**src/rtl/instr_fetch_unit.sv**
```systemverilog
// Instruction fetch stage: PC register, instruction-memory read handshake with timeout,
// instruction register and next-PC selection for jump / taken branch / sequential flow.
module instr_fetch_unit #(
   parameter logic [31:0] RESET_PC = 32'h0000_0000,
   parameter int          TIMEOUT  = 16
) (
   input  logic        clk,
   input  logic        rst,
   output logic        imem_req,
   output logic [31:0] imem_addr,
   input  logic [31:0] imem_rdata,
   input  logic        imem_ready,
   output logic [31:0] instr,
   output logic [5:0]  opcode,
   output logic [5:0]  funct,
   output logic        instr_valid,
   input  logic        exec_done,
   input  logic        branch,
   input  logic        jump,
   input  logic        br_cond,
   output logic [31:0] pc,
   output logic [31:0] pc_plus4,
   output logic        fetch_err
);

   typedef enum logic [1:0] {
      S_IDLE,
      S_FETCH,
      S_HOLD,
      S_ERR
   } state_t;

   localparam logic [31:0] RESET_PC_ALIGNED = {RESET_PC[31:2], 2'b00};
   localparam logic [7:0]  TIMEOUT_W        = 8'(TIMEOUT);

   state_t      state_q, state_d;
   logic [31:0] pc_q, pc_d;
   logic [31:0] instr_q, instr_d;
   logic [7:0]  wait_q, wait_d;

   logic [31:0] seq_pc;
   logic [31:0] jump_target;
   logic [31:0] branch_target;
   logic [7:0]  wait_inc;

   assign seq_pc        = pc_q + 32'd4;
   assign jump_target   = {seq_pc[31:28], instr_q[25:0], 2'b00};
   assign branch_target = seq_pc + {{14{instr_q[15]}}, instr_q[15:0], 2'b00};
   assign wait_inc      = wait_q + 8'd1;

   always_ff @(posedge clk) begin
      if (rst) begin
         state_q <= S_IDLE;
         pc_q    <= RESET_PC_ALIGNED;
         instr_q <= 32'd0;
         wait_q  <= 8'd0;
      end else begin
         state_q <= state_d;
         pc_q    <= pc_d;
         instr_q <= instr_d;
         wait_q  <= wait_d;
      end
   end

   always_comb begin
      state_d = state_q;
      pc_d    = pc_q;
      instr_d = instr_q;
      wait_d  = wait_q;
      case (state_q)
         S_IDLE: begin
            state_d = S_FETCH;
            wait_d  = 8'd0;
         end
         S_FETCH: begin
            // A response on the timeout edge still wins over the fault.
            if (imem_ready) begin
               instr_d = imem_rdata;
               state_d = S_HOLD;
               wait_d  = 8'd0;
            end else begin
               wait_d = wait_inc;
               if (wait_inc == TIMEOUT_W) begin
                  state_d = S_ERR;
               end
            end
         end
         S_HOLD: begin
            if (exec_done) begin
               state_d = S_FETCH;
               wait_d  = 8'd0;
               // Jump checked first: the control unit raises branch alongside J.
               if (jump) begin
                  pc_d = jump_target;
               end else if (branch && br_cond) begin
                  pc_d = branch_target;
               end else begin
                  pc_d = seq_pc;
               end
            end
         end
         default: begin
            state_d = S_ERR;
         end
      endcase
   end

   assign imem_req    = (state_q == S_FETCH);
   assign imem_addr   = pc_q;
   assign instr_valid = (state_q == S_HOLD);
   assign fetch_err   = (state_q == S_ERR);
   assign instr       = instr_q;
   assign opcode      = instr_q[31:26];
   assign funct       = instr_q[5:0];
   assign pc          = pc_q;
   assign pc_plus4    = seq_pc;

endmodule
```
**config.mk**
```make
export PLATFORM = sky130hd
export DESIGN_NAME = instr_fetch_unit
export DESIGN_NICKNAME = d
export VERILOG_FILES = /design/src/rtl/instr_fetch_unit.sv
export SDC_FILE = /design/constraint.sdc
export NUM_CORES = 1
export LEC_CHECK = 0
export ABC_AREA = 1
export ABC_CLOCK_PERIOD_IN_PS = 3300
export CAP_MARGIN = 40
export CORE_UTILIZATION = 49
export DETAILED_ROUTE_END_ITERATION = 10
export GPL_TIMING_DRIVEN = 1
export PLACE_DENSITY_LB_ADDON = 0.1
export SLEW_MARGIN = 20
export SYNTH_ARGS = -nofsm -noshare
export SYNTH_HDL_FRONTEND = slang
export SYNTH_SLANG_ARGS = --single-unit
```
**constraint.sdc**
```tcl
create_clock -name clk -period 3.3 [get_ports clk]
set_clock_uncertainty 0.1 [all_clocks]
set_input_delay 0.825 -clock clk [delete_from_list [all_inputs] [get_ports clk]]
set_output_delay 0.825 -clock clk [all_outputs]
set_load 0.02 [all_outputs]
```
# After elaboration in Yosys (flattened, before gate mapping)

Index checks and enable logic that the tools add are counted.

Flip-flop bits (word level): 74
Bits of input ports: 39
Output and inout bits: 143
Word-level logic and storage cells: 29

Add/subtract/negate cells: 3
Equal/unequal tests: 6
Multiplexer cells: 9
Reductions and logical operators: 7

Operator list:

| cell                  | count |
|---|---|
| $mux 32               | 2 |
| $add 32x3->32 const B | 1 |
| $add 32x32->32        | 1 |
| $pmux 8 s3            | 1 |
| $mux 8                | 2 |
| $add 8x1->8 const B   | 1 |
| $eq 8x5->1 const B    | 1 |
| $reduce_and 2->1      | 4 |
| $mux 2                | 3 |
| $pmux 2 s3            | 1 |
| $eq 2x2->1 const B    | 2 |
| $ne 3x1->1 const B    | 1 |
| $reduce_bool 3->1     | 1 |
| $eq 2x1->1 const B    | 1 |
| $logic_not 2->1       | 1 |
| $ne 2x1->1 const B    | 1 |
| $logic_and 1x1->1     | 1 |

# Longest topological paths before layout

Gate-level depths: netlist (run 1).

Depth in word-level cells: 5
Mapped depth: 23

# Worst setup path before layout (run 1)

No wires, ideal clock.

Path type: flip-flop to flip-flop
Start: reg pc_q[2] (netlist: imem_addr[2])
End: reg pc_q[30] (netlist: imem_addr[30])
Data arrival time: 3,018 ps
Slack: 50 ps
Stages on the path, launching flop included: 18
Path through: dfxtp_1 > ha_1 > nand2_1 > nor2_4 > nand2_1 > nor3_1 > xor2_1 > ha_1 > nand2_1 > inv_1 > nand2_1 > nand2_1 > a21oi_1 > nor2_1 > nor2_1 > a21oi_1 > o21ai_0 > a21oi_1

Word-level cells in the longest chain between the ends: 4

RTL lines:

| what                   | RTL line | RTL |
|---|---|---|
| from (decl)            | 37       | `logic [31:0] pc_q, pc_d;` |
| from (signal assigned) | 59       | `pc_q <= pc_d;` |
| $add 32x3->32          | 46       | `assign seq_pc = pc_q + 32'd4;` |
| via pc_plus4[16]       | 22       | `output logic [31:0] pc_plus4,` |
| $add 32x32->32         | 48       | `assign branch_target = seq_pc + {{14{instr_q[15]}}, instr_q[15:0], 2'b00};` |
| $mux 32                | 95       | `end else if (branch && br_cond) begin` |
| $mux 32                | 93       | `if (jump) begin` |

The timed path passes the listed nets, and every way through them passes these cells.
A chain may end at the register's enable or synchronous reset.

# Worst setup path in the final report (run 1)

Start: reg pc_q[2] (netlist: imem_addr[2])
End: out pc_plus4[18]

Word-level cells in the longest chain between the ends: 1

RTL lines:

| what          | RTL line |
|---|---|
| $add 32x3->32 | 46 |
| to (decl)     | 22 |

No other way between the ends.

==> results.json, run 1 <==
{
  "h-tree-depth": 3,
  "drv_slew": 0,
  "hold_depth": 2,
  "firstDrtPassIters": 5,
  "die_area_sq_um": 13430,
  "crit_fanout": 4,
  "cts_sinks": 72,
  "grt_usage": 0.3564,
  "antenna_found_initial": 0,
  "r2r_slack_ps": 150,
  "rr_worst_depth": 18,
  "core_area_sq_um": 12620,
  "drive_above_1_share": 0.1130,
  "cts_made_buffers": 9,
  "status": "finished clean",
  "fin_crit_sh": 0.9803,
  "power_leakage_nw": 4.210,
  "port_buffers": 175,
  "holdPathEnd": "instr[16]",
  "arrival_ps": 2310,
  "hold_buffers": 0,
  "p_seq_frac": 0.353,
  "finalHoldViolCount": 0,
  "clkSlewWorstSetupHoldPaths_ps": 60,
  "yosys.cell_types.count": 39,
  "end_kind": "primary output",
  "grt_pass1_wl_um": 35960,
  "area_delta_synth_final_pct": 39.70,
  "via_count": 7431,
  "netlist_area_sq_um": 6354,
  "layout_setup_ws_ps": 64.99,
  "worst_setup_path_start_kind": "flip-flop",
  "maxCapViolCount": 0,
  "grt_max_degree": 48,
  "clock_power_share": 0.414,
  "nets": 1320,
  "die_h_um": 115.9,
  "crit_required_ps": 2370,
  "io_pins": 182,
  "drt_iter0_drc": 528,
  "fill_cells": 1171,
  "fin_util": 0.7034,
  "synth_seq_cells": 72,
  "rows": 41,
  "insertedDiodeCount": 0,
  "grt_setup_unrepaired": "yes",
  "worstReg2RegStart": "imem_addr[2]",
  "fmax_mhz": 309.1,
  "final_cell_mix": "nand2_1 (337), clkdlybuf4s50_1 (154), inv_1 (134)",
  "swShare": 0.3130,
  "grt-ovfl-total": 0,
  "p_switching_mw": 0.8401,
  "vias_per_cell": 5.233,
  "globalplace.congestion": 0.9925,
  "power_density_nw_per_um2": 302.4,
  "yosysSeqAreaShare": 0.2269,
  "r2r_end": "imem_addr[26]",
  "start_util": 0.5035,
  "syn_area_per_cell_sq_um": 5.977,
  "worst_slew_pin_slew_ps": 774.4,
  "timing.final.crit_period_ps": 3235,
  "vdd_drop_max_v": 0.0002358,
  "insertion_delay_ps": 350,
  "ant_nets": 0,
  "min_from": "instr[16]",
  "remaining_drc_errors": 0,
  "holdCritPathClass": "flip-flop to flip-flop",
  "dpl.hpwl_um": 18430,
  "syn-instance-count": 1063,
  "synth_top_area_cell": "dfxtp_1",
  "wire_per_inst_um": 16.50,
  "p_comb_frac": 0.233,
  "die_w_um": 115.9,
  "cts-root-buf": "clkbuf_16",
  "power.total_mw": 2.684,
  "worstSetupPathType": "flip-flop to primary output",
  "ys_warn_count": 0,
  "tns_ps": 0,
  "clockBufferDepth": 2,
  "drt-total-wl_um": 23440,
  "layout_commonest_cell": "nand2_1",
  "internal_power_mw": 1.844,
  "setup_viol": 0,
  "grt_pass1_vias": 6844,
  "ys_top_cells_by_area": "dfxtp_1 (23%), nand2_1 (20%), a21oi_1 (9.7%)",
  "synth.top_cell.area_share": 0.2269,
  "cts_tree": "yes",
  "slew_headroom": 0.4832,
  "post-place-ws_ps": 53.79
}
==> critical path, stage by stage, from the launching register on <==
cell and delay (ps):
dfxtp_1 330, ha_1 180, nand2_1 110, nor2_4 160, nand2_2 130, nor2_1 150
xnor2_1 190, inv_1 120, clkdlybuf4s50_1 580
==> repair_timing <==
action                                  in CTS  in global routing
setup buffers                                0                  3
pin swaps                                    1                  4
endpoints found under the hold margin        0                  0
gates cloned                                 0                  0
endpoints found under the setup margin      17                 30
gates resized for setup                     23                 49
==> cells in the mapped netlist (all sizes together) <==
cell type	count
nand4	8
o211ai	5
o221ai	1
clkinv	1
or2	5
dfxtp	72
xnor2	11
a21o	2
a21oi	124
xor2	25
a31oi	5
nor2	90
o21ai	43
fa	1
o21bai	2
nand2	348
nor3	17
conb	1
and2	3
inv	134
o22ai	1
buf	52
ha	37
clkbuf	21
nand3	47
o21a	1
nor3b	1
nand3b	4
a221oi	1
==> worst max path at each step <==
stage | from | end | slack (ps) | depth (start not counted)
after floorplan | imem_addr[2] | imem_addr[30] | 50 | 17
after global placement | imem_addr[10] | imem_addr[26] | 30 | 18
after detailed placement | imem_addr[10] | imem_addr[17] | 50 | 16
after CTS | imem_addr[12] | pc_plus4[13] | -90 | 8
after global routing | imem_addr[7] | imem_addr[24] | -60 | 19
final | imem_addr[2] | pc_plus4[18] | 60 | 8
==> power by group through the flow <==
stage / registers (mW) / logic (mW) / clock network, mW
after global placement: 0.963 / 0.609 / 0
after floorplan: 1.00 / 0.307 / 0
after detailed placement: 0.964 / 0.612 / 0
final: 0.947 / 0.626 / 1.11
after CTS: 0.945 / 0.615 / 1.12
after global routing: 0.952 / 0.678 / 1.16
==> metrics by stage <==
stage	cells	hold slack, ps	instance area, sq um
after floorplan	1068	353.7	6372
after global placement	1401	361.0	8313
after detailed placement	1401	370.1	8313
after CTS	1417	380.7	8673
after global routing	1420	405.6	8876
final	1420	380.4	8876
==> routing by layer <==
layer  vias to the layer above  GRT usage  share of wire
met5                         -          0              0
met1                      3334     0.4331           0.40
met2                       335     0.5889           0.47
li1                       3682          -              -
met3                        80    0.07165          0.079
met4                         0     0.1983          0.052
==> logic make-up (layout without fill, tap and decap cells) <==
kind of cell             after synthesis  in the layout  synth area share
AND/OR/NAND/NOR                      523            523            0.3415
other                                  1              6         0.0005902
buffers and inverters                208            388            0.1528
flip-flops                            72             72            0.2269
XOR/XNOR                              36             36           0.04963
AO/OA/AOI/OAI                        185            185            0.1526
adder cells (fa/ha/maj)               38             38           0.07601
==> state kept, by name, summed over array words and instances (netlist names) <==
signal     count
imem_addr     30
wait_q         8
state_q        2
instr         32
==> layout make-up <==
| cell class | count | area, sq um | share of cell area |
|---|---|---|---|
| clock inverters | 7 | 102.6 | 0.01156 |
| repair buffers | 237 | 2213 | 0.2494 |
| flip-flops and latches | 72 | 1458 | 0.1642 |
| multi-input cells | 788 | 4155 | 0.4681 |
| well taps | 172 | 215.2 | 0.02425 |
| clock buffers | 9 | 225.2 | 0.02537 |
| inverters | 135 | 506.7 | 0.05709 |
Note: power is estimated with default switching activity, not from simulation.
==> inputs of run 2 (changes only) <==
--- a/config.mk
+++ b/config.mk
@@ -11,6 +11,7 @@
 export CORE_UTILIZATION = 49
 export DETAILED_ROUTE_END_ITERATION = 10
 export GPL_TIMING_DRIVEN = 1
+export HOLD_SLACK_MARGIN = 0.08
 export PLACE_DENSITY_LB_ADDON = 0.1
 export SLEW_MARGIN = 20
 export SYNTH_ARGS = -nofsm -noshare
==> results of run 2 <==
No change in the layout: final DEF, timing and power equal those of run 1.
